--- config.mk ---
export PLATFORM = sky130hd
export DESIGN_NAME = ltl_symbol_feeder
export DESIGN_NICKNAME = d
export VERILOG_FILES = /design/src/rtl/ltl_mon_pkg.sv /design/src/rtl/ltl_sym_fifo.sv /design/src/rtl/ltl_symbol_feeder.sv
export SDC_FILE = /design/constraint.sdc
export NUM_CORES = 1
export LEC_CHECK = 0
export ABC_AREA = 1
export CAP_MARGIN = 0
export CORE_MARGIN = 4
export CORE_UTILIZATION = 50
export DETAILED_ROUTE_END_ITERATION = 8
export PLACE_DENSITY = 0.72
export SYNTH_ARGS = -nofsm -noshare
export SYNTH_HDL_FRONTEND = slang
export SYNTH_SLANG_ARGS = --single-unit
--- constraint.sdc ---
create_clock -name clk -period 5.6 [get_ports clk]
set_input_delay 0.84 -clock clk [delete_from_list [all_inputs] [get_ports clk]]
set_output_delay 0.84 -clock clk [all_outputs]
set_load 0.05 [all_outputs]
--- src/rtl/ltl_mon_pkg.sv ---
// Shared types for the LTL monitor-cluster glue: symbol type and feeder FSM states.
package ltl_mon_pkg;

  localparam int DEFAULT_SYM_W = 8;

  typedef logic [DEFAULT_SYM_W-1:0] sym_t;

  typedef enum logic [1:0] {
    IDLE,
    ARM,
    STREAM,
    DRAIN
  } feeder_state_e;

endpackage

--- src/rtl/ltl_sym_fifo.sv ---
// Synchronous symbol FIFO with flush. A push is accepted when full if a pop happens in the same cycle.
// Flush empties the FIFO, and a push in the same cycle becomes the new head.
module ltl_sym_fifo #(
  parameter int SYM_W = 8,
  parameter int DEPTH = 8
) (
  input  logic             clk,
  input  logic             reset,
  input  logic             push,
  input  logic             pop,
  input  logic             flush,
  input  logic [SYM_W-1:0] din,
  output logic [SYM_W-1:0] head,
  output logic             full,
  output logic             empty
);

  localparam int AW = $clog2(DEPTH);

  logic [SYM_W-1:0] mem [DEPTH];
  logic [AW:0]      wr_ptr;
  logic [AW:0]      rd_ptr;
  logic             do_push;
  logic             do_pop;
  logic             wr_en;
  logic [AW-1:0]    wr_addr;

  always_comb begin
    empty   = (wr_ptr == rd_ptr);
    full    = (wr_ptr[AW] != rd_ptr[AW]) && (wr_ptr[AW-1:0] == rd_ptr[AW-1:0]);
    do_pop  = pop && !empty;
    do_push = push && (!full || do_pop);
    wr_en   = flush ? push : do_push;
    wr_addr = flush ? '0 : wr_ptr[AW-1:0];
    head    = mem[rd_ptr[AW-1:0]];
  end

  // NOTE: sequential state uses non-blocking assignments so every register samples pre-edge values.
  always_ff @(posedge clk) begin
    if (reset) begin
      wr_ptr <= '0;
      rd_ptr <= '0;
    end else if (flush) begin
      rd_ptr <= '0;
      wr_ptr <= {{AW{1'b0}}, push};
    end else begin
      if (do_push) wr_ptr <= wr_ptr + 1'b1;
      if (do_pop)  rd_ptr <= rd_ptr + 1'b1;
    end
  end

  // NOTE: storage is deliberately not reset; the pointers alone decide which entries are valid.
  always_ff @(posedge clk) begin
    if (wr_en) mem[wr_addr] <= din;
  end

endmodule

--- src/rtl/ltl_symbol_feeder.sv ---
// Feeds buffered atomic-proposition symbols to one LTL monitor automaton, framing each trace so
// that the automaton leaves reset in the same cycle symbol 0 is presented.
module ltl_symbol_feeder
  import ltl_mon_pkg::*;
#(
  parameter int SYM_W      = DEFAULT_SYM_W,
  parameter int DEPTH      = 8,
  parameter int ARM_CYCLES = 2,
  parameter int CNT_W      = 32
) (
  input  logic             clk,
  input  logic             reset,
  input  logic             trace_start,
  input  logic             trace_end,
  input  logic             ap_valid,
  input  logic [SYM_W-1:0] ap_bits,
  output logic             mon_reset,
  output logic             mon_run,
  output logic [SYM_W-1:0] mon_symbols,
  output logic             busy,
  output logic             overflow,
  output logic [CNT_W-1:0] sym_count,
  output logic [CNT_W-1:0] drop_count
);

  localparam int ARM_W = $clog2(ARM_CYCLES + 1);
  localparam logic [ARM_W-1:0] ARM_LOAD = ARM_W'(ARM_CYCLES - 1);

  feeder_state_e    state, state_nxt;
  logic [ARM_W-1:0] arm_cnt, arm_cnt_nxt;
  logic             end_pend, end_pend_nxt;
  logic             fifo_push, fifo_pop, fifo_flush, fifo_full, fifo_empty;
  logic [SYM_W-1:0] fifo_head;
  logic             mon_reset_nxt, mon_run_nxt, overflow_nxt;
  logic [SYM_W-1:0] mon_symbols_nxt;
  logic [CNT_W-1:0] sym_count_nxt, drop_count_nxt;
  logic             clear_stats;

  ltl_sym_fifo #(.SYM_W(SYM_W), .DEPTH(DEPTH)) u_fifo (
    .clk   (clk),
    .reset (reset),
    .push  (fifo_push),
    .pop   (fifo_pop),
    .flush (fifo_flush),
    .din   (ap_bits),
    .head  (fifo_head),
    .full  (fifo_full),
    .empty (fifo_empty)
  );

  // NOTE: every signal written here gets a default first so no path can infer a latch.
  always_comb begin
    state_nxt       = state;
    arm_cnt_nxt     = (arm_cnt != '0) ? arm_cnt - 1'b1 : arm_cnt;
    end_pend_nxt    = end_pend;
    fifo_push       = 1'b0;
    fifo_pop        = 1'b0;
    fifo_flush      = 1'b0;
    mon_reset_nxt   = mon_reset;
    mon_run_nxt     = 1'b0;
    mon_symbols_nxt = mon_symbols;
    clear_stats     = 1'b0;

    if (trace_start) begin
      state_nxt     = ARM;
      arm_cnt_nxt   = ARM_LOAD;
      end_pend_nxt  = 1'b0;
      fifo_flush    = 1'b1;
      fifo_push     = ap_valid;
      mon_reset_nxt = 1'b1;
      clear_stats   = 1'b1;
    end else begin
      unique case (state)
        IDLE: mon_reset_nxt = 1'b1;
        ARM: begin
          // A trace_end seen while arming is remembered so the trace drains once streaming starts.
          fifo_push = ap_valid && !end_pend;
          if (trace_end) end_pend_nxt = 1'b1;
          if (arm_cnt == '0 && !fifo_empty) begin
            fifo_pop        = 1'b1;
            mon_reset_nxt   = 1'b0;
            mon_run_nxt     = 1'b1;
            mon_symbols_nxt = fifo_head;
            state_nxt       = (end_pend || trace_end) ? DRAIN : STREAM;
          end else if (trace_end && fifo_empty && !ap_valid) begin
            state_nxt    = IDLE;
            end_pend_nxt = 1'b0;
          end
        end
        STREAM, DRAIN: begin
          fifo_push = ap_valid && (state == STREAM);
          if (!fifo_empty) begin
            fifo_pop        = 1'b1;
            mon_run_nxt     = 1'b1;
            mon_symbols_nxt = fifo_head;
          end
          if (state == STREAM && trace_end) begin
            state_nxt = DRAIN;
          end else if (state == DRAIN && fifo_empty) begin
            state_nxt     = IDLE;
            mon_reset_nxt = 1'b1;
          end
        end
        default: state_nxt = IDLE;
      endcase
    end
  end

  always_comb begin
    overflow_nxt   = overflow;
    sym_count_nxt  = sym_count;
    drop_count_nxt = drop_count;
    if (clear_stats) begin
      overflow_nxt   = 1'b0;
      sym_count_nxt  = '0;
      drop_count_nxt = '0;
    end else begin
      if (fifo_pop && sym_count != '1) sym_count_nxt = sym_count + 1'b1;
      if (fifo_push && fifo_full && !fifo_pop) begin
        overflow_nxt = 1'b1;
        if (drop_count != '1) drop_count_nxt = drop_count + 1'b1;
      end
    end
  end

  always_ff @(posedge clk) begin
    if (reset) begin
      state       <= IDLE;
      arm_cnt     <= '0;
      end_pend    <= 1'b0;
      mon_reset   <= 1'b1;
      mon_run     <= 1'b0;
      mon_symbols <= '0;
      busy        <= 1'b0;
      overflow    <= 1'b0;
      sym_count   <= '0;
      drop_count  <= '0;
    end else begin
      state       <= state_nxt;
      arm_cnt     <= arm_cnt_nxt;
      end_pend    <= end_pend_nxt;
      mon_reset   <= mon_reset_nxt;
      mon_run     <= mon_run_nxt;
      mon_symbols <= mon_symbols_nxt;
      busy        <= (state_nxt != IDLE);
      overflow    <= overflow_nxt;
      sym_count   <= sym_count_nxt;
      drop_count  <= drop_count_nxt;
    end
  end

endmodule

==> results of run 1 <==
[worst max-delay path by stage]
stage                start  depth (start not counted)  slack (ns)                to
2_1_floorplan  trace_start                          6        2.86  u_fifo.mem[1][0]
3_3_place_gp   trace_start                         10        2.06     sym_count[23]
3_5_place_dp   trace_start                         10        1.98     sym_count[30]
4_1_cts        trace_start                         10        2.42     sym_count[30]
5_1_grt        trace_start                         10        2.12     sym_count[30]
6_report       trace_start                         10        2.42     sym_count[30]
[sequential cells by signal, indices dropped and copies added, names as in the netlist, named ones only]
name	count
u_fifo.mem	64
drop_count	32
sym_count	32
mon_reset	1
arm_cnt	2
busy	1
u_fifo.rd_ptr	4
overflow	1
u_fifo.wr_ptr	4
mon_run	1
mon_symbols	8
state	2
end_pend	1
[cells in the mapped netlist, types with 7 or more instances]
master / n
nand2_1: 346
nor2_1: 159
dfxtp_1: 92
edfxtp_1: 64
a21oi_1: 63
o21ai_0: 57
inv_1: 47
nand3_1: 28
nand3b_1: 21
xor2_1: 21
clkbuf_1: 18
xnor2_1: 17
nor3_1: 15
nand2_2: 14
a21oi_2: 10
a31oi_1: 8
nand4_1: 8
inv_2: 7
o21ai_1: 7
[layout make-up]
cell class	count	share of cell area, %
clock inverters	12	0.959
inverters	55	2.25
flip-flops and latches	156	40.1
clock buffers	19	4.61
well taps	211	2.81
repair buffers	90	9.54
multi-input cells	793	39.7
[power breakdown]
part           internal (mW)  switching (mW)
clock network          0.568           0.474
logic                 0.0336          0.0819
registers               1.20         0.00895
total                   1.80           0.565
[layer usage]
layer  up-vias  wire length [µm]  part of all wire (%)  GRT usage, %
met5         -                 0                     0             0
met1      3271              9590                    48          33.8
li1       3534                 -                     -             -
met2       252              8630                    43          32.5
met4         0               375                   1.9          7.37
met3        39              1360                   6.8          6.04
[through the flow]
step	instances	worst slack, ns	util, %
floorplan	1037	2.86	-
global placement	1305	2.06	57.9
detailed placement	1305	1.98	57.9
CTS	1336	2.42	61.3
global route	1336	2.12	61.3
finish	1336	2.42	61.3
[worst max-delay path: cells and delay by family]
family                 cells  cell delay, ns
buffers and inverters      5            1.75
AND/OR/NAND/NOR            4            0.78
AO/OA/AOI/OAI              1            0.15
[cells by family after synthesis]
kind of cell | synth area share (%)
adder cells (fa/ha/maj) | 0.795
buffers and inverters | 4.88
flip-flops | 47.8
AO/OA/AOI/OAI | 10.0
AND/OR/NAND/NOR | 32.3
XOR/XNOR | 4.23
==> qor.csv, run 1 <==
stage;metric;value;unit
detailed_routing;DR iter-0 viols;564;
layout;NumNets Final;1131;
synthesis;area leader, netlist;edfxtp_1;
die;Die Wd;133;µm
layout;FF/Latch Area;3760;µm²
clock_network;clock root cell;clkbuf_16;
worst_setup_path;Startpoint Class;input pin;
sta;clk_skew;0.00897;ns
synthesis;syn_area_per_cell;7.59;µm²
clock_network;clock-pin slew on the worst setup and hold paths;0.06;ns
place;Area after DPL;8870;µm²
place;Port Buffers;88;
layout;# diodes;0;
die;die area;17800;µm²
layout;most common cell after layout, fill and taps aside;nand2_1;
global_route;global-route wire length before repair;32800;µm
sta;worst hold slack;0.468;ns
clock_network;# resized after CTS;0;
sta;Final Max Slew Viols;0;
clock_network;Worst-Skew Late Latency;0.43;ns
clock_network;cts bufs inserted;17;
die;Starting Density;51.4;%
worst_setup_path;Crit-path slowest cell;clkdlybuf4s50_1;
sta;Slew HR;25.4;%
clock_network;clk sinks;156;
die;number of I/O pins;89;
sta;Max Freq;314;MHz
worst_setup_path;CP endpoint kind;flop;
synthesis;Seq cells post-synth;156;
synthesis;Mapped Area;7870;µm²
flow_run;number of max-cap violations;0;
global_route;vias in the first global route;6478;
worst_setup_path;cell chain of the critical path;clkdlybuf4s50_1, inv_1, nand2_1, inv_1, nand2_2, inv_2, nand2_2, inv_2, nand2_1, a21oi_1;
global_route;largest net degree at the start of global routing;63;
worst_setup_path;reg2reg path depth;12;
synthesis;Post-synth EDFFs;64;
global_route;gr usage total;22.8;%
layout;Filler cells;1429;
detailed_routing;DR DRC count;0;
power_and_ir_drop;LEAKAGE;3.16;nW
die;Die Y-Extent;133;µm
clock_network;Setup Buffers After CTS;0;
worst_setup_path;required time of the critical path;5.95;ns
sta;period utilisation layout;56.8;%
clock_network;number of buffers inserted by hold repair at cts;0;
clock_network;worst-case clock buffer depth;2;
worst_hold_path;Worst Hold Launch;end_pend;
clock_network;CTS tree;yes;
power_and_ir_drop;total power;2.36;mW
synthesis;Mapped Cells;1037;
place;GP Congestion;0.899;
layout;Multi-input gate area;3730;µm²
worst_hold_path;Hold/Removal Path Class;flop to flop;
layout;commonest cells after routing, fill and taps aside;nand2_1 (346), nor2_1 (159), dfxtp_1 (92);
sta;min Tclk post-route;3.18;ns
detailed_routing;Routed WL;20000;µm
layout;layout cell share with drive strength beyond 1;6.67;%
global_route;GR Overflow Total;0;
worst_setup_path;Max FO, Critical Path;32;
worst_hold_path;WHS Endpoint;end_pend;
die;cell row count;45;
layout;post-route cell area;9390;µm²
detailed_routing;DRT Pass-1 Iters;8;
clock_network;H-tree Lvls;4;
sta;setup_tns;0;ns
worst_hold_path;hold path depth;2;
worst_setup_path;Critical Path AT;3.53;ns
worst_setup_path;WS Path Type;input pin to flop;
place;dpl hpwl;14100;µm
sta;final setup fails;0;
sta;Final Hold Fails;0;
synthesis;Mapped Nets;1055;
detailed_routing;Via density;5.31;
worst_setup_path;FF-to-FF setup slack;2.80;ns
synthesis;ys flop type;dfxtp_1;
detailed_routing;Via Count;7096;
worst_setup_path;R2R Path Start;arm_cnt[0];
synthesis;register area share after synthesis;47.8;%
power_and_ir_drop;PwrDens;252;nW/µm²
worst_setup_path;CP max stage delay;0.59;ns
worst_setup_path;reg2reg end;sym_count[30];
outcome;status;finished clean;
die;Placeable Area;15300;µm²
synthesis;async set-reset flop share out of synthesis;0;%
synthesis;synth top area cells;edfxtp_1 (24%), dfxtp_1 (23%), nand2_1 (16%), nor2_1 (7.6%), a21oi_1 (4.0%);
sta;RSZ-0062 raised after global routing;false;
sta;Worst Tran Pin Value;1.11;ns
synthesis;Distinct cells, synth;35;
detailed_routing;Routed Antenna Nets;0;
global_route;initial antenna violation count;0;
synthesis;synth warn;0;
layout;synthesis-to-layout area growth;19.3;%
detailed_routing;wire length per cell;14.9;µm
synthesis;Synth top area share;24.4;%
power_and_ir_drop;VDD IR-drop max;221;µV
Note: power is estimated with default switching activity, not from simulation.
==> run 2, diff against run 1 <==
Settings changed: PLACE_DENSITY 0.72 to 0.75.
Clock period 5.6 ns to 2.8 ns, I/O delays scaled along.
==> run 2 against run 1 <==
Compared with the run above:
- wire length rose by 1.3%
- die area did not move
- register-to-register slack got worse by 2.4 ns
- global-route usage fell by 0.067 points
- design area rose by 2.3%
- cell count rose by 1.0%
- clock skew rose by 0.0041 ns
- first-iteration DRC count rose by 17%
- hold slack improved by 0.0065 ns
- largest cell class unchanged
- highest routed layer unchanged
==> qor.csv, run 2 (same netlist as run 1, synthesis figures left out) <==
stage;metric;value;unit;change
global_route;gr usage total;22.8;%;-0.067 points
layout;Biggest register;u_fifo.mem;;
power_and_ir_drop;sequential share of power;47.2;%;-3.8 points
layout;synthesis-to-layout area growth;22.0;%;
layout;commonest cells after routing, fill and taps aside;nand2_1 (346), nor2_1 (159), dfxtp_1 (92);;
global_route;GR Overflow Total;0;;unchanged
clock_network;number of buffers inserted by hold repair at cts;0;;unchanged
clock_network;# resized after CTS;0;;unchanged
layout;Filler cells;1338;;-6.4%
clock_network;clk sinks;156;;unchanged
die;number of I/O pins;89;;unchanged
power_and_ir_drop;switching power;1.19;mW;+110%
detailed_routing;Routed WL;20200;µm;+1.3%
layout;most common cell after layout, fill and taps aside;nand2_1;;
sta;setup_tns;0;ns;unchanged
worst_setup_path;WS Path Type;flop to flop;;
sta;RSZ-0062 raised after global routing;false;;
die;Die Y-Extent;133;µm;unchanged
sta;Worst Tran Pin Value;1.02;ns;-0.0877 ns
worst_setup_path;Startpoint Class;flop;;
clock_network;clock root cell;clkbuf_16;;
clock_network;Worst-Skew Late Latency;0.44;ns;about the same
layout;fin util;62.7;%;+1.4 points
die;cell row count;45;;unchanged
global_route;vias in the first global route;6531;;+0.82%
global_route;initial antenna violation count;0;;unchanged
clock_network;cts bufs inserted;17;;unchanged
detailed_routing;DR iter-0 viols;660;;+17%
sta;min Tclk post-route;2.40;ns;
power_and_ir_drop;clock network fraction of total power;48.0;%;+3.9 points
clock_network;worst-case clock buffer depth;2;;unchanged
sta;clk_skew;0.0130;ns;+0.00407 ns
power_and_ir_drop;Sw Share;23.4;%;-0.50 points
global_route;largest net degree at the start of global routing;47;;-25%
sta;period utilisation layout;85.8;%;
worst_setup_path;FF-to-FF setup slack;0.40;ns;-2.40 ns
detailed_routing;wire length per cell;15.0;µm;+0.20%
detailed_routing;Via density;5.31;;about the same
worst_hold_path;Worst Hold Launch;end_pend;;
detailed_routing;DRT Pass-1 Iters;6;;-2
power_and_ir_drop;total power;5.10;mW;+120%
sta;Final Max Slew Viols;0;;unchanged
layout;# diodes;0;;unchanged
clock_network;Setup Buffers After CTS;0;;unchanged
worst_setup_path;reg2reg path depth;8;;-4
place;GP Congestion;0.928;;+3.2%
worst_setup_path;R2R Path Start;drop_count[0];;
global_route;global-route wire length before repair;32700;µm;-0.38%
clock_network;CTS tree;yes;;
sta;Final Hold Fails;0;;unchanged
power_and_ir_drop;LEAKAGE;3.28;nW;+4.0%
layout;layout cell share with drive strength beyond 1;8.08;%;+1.4 points
worst_setup_path;required time of the critical path;3.11;ns;-2.84 ns
worst_setup_path;reg2reg end;drop_count[16];;
flow_run;number of max-cap violations;0;;unchanged
place;dpl hpwl;14300;µm;+1.7%
detailed_routing;DR DRC count;0;;unchanged
sta;Slew HR;31.8;%;+6.3 points
worst_setup_path;Max FO, Critical Path;33;;+3.1%
worst_setup_path;CP Launch Point;drop_count[0];;
clock_network;clock-pin slew on the worst setup and hold paths;0.07;ns;about the same
detailed_routing;Routed Antenna Nets;0;;unchanged
power_and_ir_drop;Pint;3.90;mW;+120%
place;Port Buffers;88;;unchanged
worst_hold_path;Hold/Removal Path Class;flop to flop;;
power_and_ir_drop;VDD IR-drop max;424;µV;+92%
layout;NumNets Final;1144;;+1.1%
detailed_routing;Via Count;7175;;+1.1%
clock_network;H-tree Lvls;4;;unchanged
die;Placeable Area;15300;µm²;unchanged
die;Die Wd;133;µm;unchanged
sta;Max Freq;416;MHz;
worst_setup_path;CP endpoint kind;flop;;
power_and_ir_drop;Gate power share;4.8;%;about the same
die;Starting Density;51.4;%;unchanged
outcome;status;finished clean;;
power_and_ir_drop;PwrDens;531;nW/µm²;+110%
worst_setup_path;Critical Path AT;2.72;ns;-0.81 ns
sta;final setup fails;0;;unchanged
layout;max reg flops;64;;unchanged
layout;biggest regs;u_fifo.mem: 64 flops, drop_count: 32 flops, sym_count: 32 flops;;
die;die area;17800;µm²;unchanged
worst_setup_path;CP endpoint;drop_count[16];;
run 2: critical path: stages, from the launching register on:
cell and delay, ns:
dfxtp_1 0.46, ha_1 0.36, nand3_2 0.19, nor2_4 0.24
nand3_4 0.17, nand2_4 0.35, clkinv_4 0.30, nand2_1 0.13
a21oi_1 0.07
run 2: worst min path at each step:
stage | end | slack, ns | cells after the start
CTS | end_pend | 0.48 | 2
detailed placement | end_pend | 0.47 | 2
finish | end_pend | 0.47 | 2
global placement | end_pend | 0.45 | 2
global route | mon_reset | 0.51 | 2
floorplan | end_pend | 0.44 | 2
run 2: power by group through the flow:
stage | clock network (mW) | logic (mW) | registers (mW)
after global routing | 2.58 | 0.268 | 2.41
after CTS | 2.49 | 0.243 | 2.41
final | 2.45 | 0.244 | 2.41
after global placement | 0 | 0.239 | 2.46
after detailed placement | 0 | 0.241 | 2.46
after floorplan | 0 | 0.124 | 2.48
run 2: metal layers:
layer | global-route usage [%] | wire, µm | up-vias
met5 | 0 | 0 | -
met4 | 8.97 | 575 | 0
met3 | 5.44 | 1140 | 47
met2 | 34.4 | 9100 | 236
met1 | 31.7 | 9390 | 3327
li1 | - | - | 3565
run 2: stage by stage:
stage | area [µm²] | setup slack (ns) | std cells | hold WS, ns
floorplan | 7870 | 0.423 | 1037 | 0.444
global placement | 8980 | 0.265 | 1318 | 0.454
detailed placement | 8980 | 0.304 | 1318 | 0.468
CTS | 9600 | 0.385 | 1350 | 0.478
global route | 9600 | 0.179 | 1350 | 0.510
finish | 9600 | 0.399 | 1350 | 0.475
run 2: cell type report:
| type | instances | area (µm²) | area share (%) |
|---|---|---|---|
| clock buffer | 17 | 425 | 4.43 |
| timing repair buffer | 103 | 1010 | 10.5 |
| tap | 211 | 264 | 2.75 |
| multi-input combinational | 793 | 3730 | 38.9 |
| inverter | 55 | 211 | 2.20 |
| clock inverter | 15 | 201 | 2.10 |
| sequential | 156 | 3760 | 39.2 |
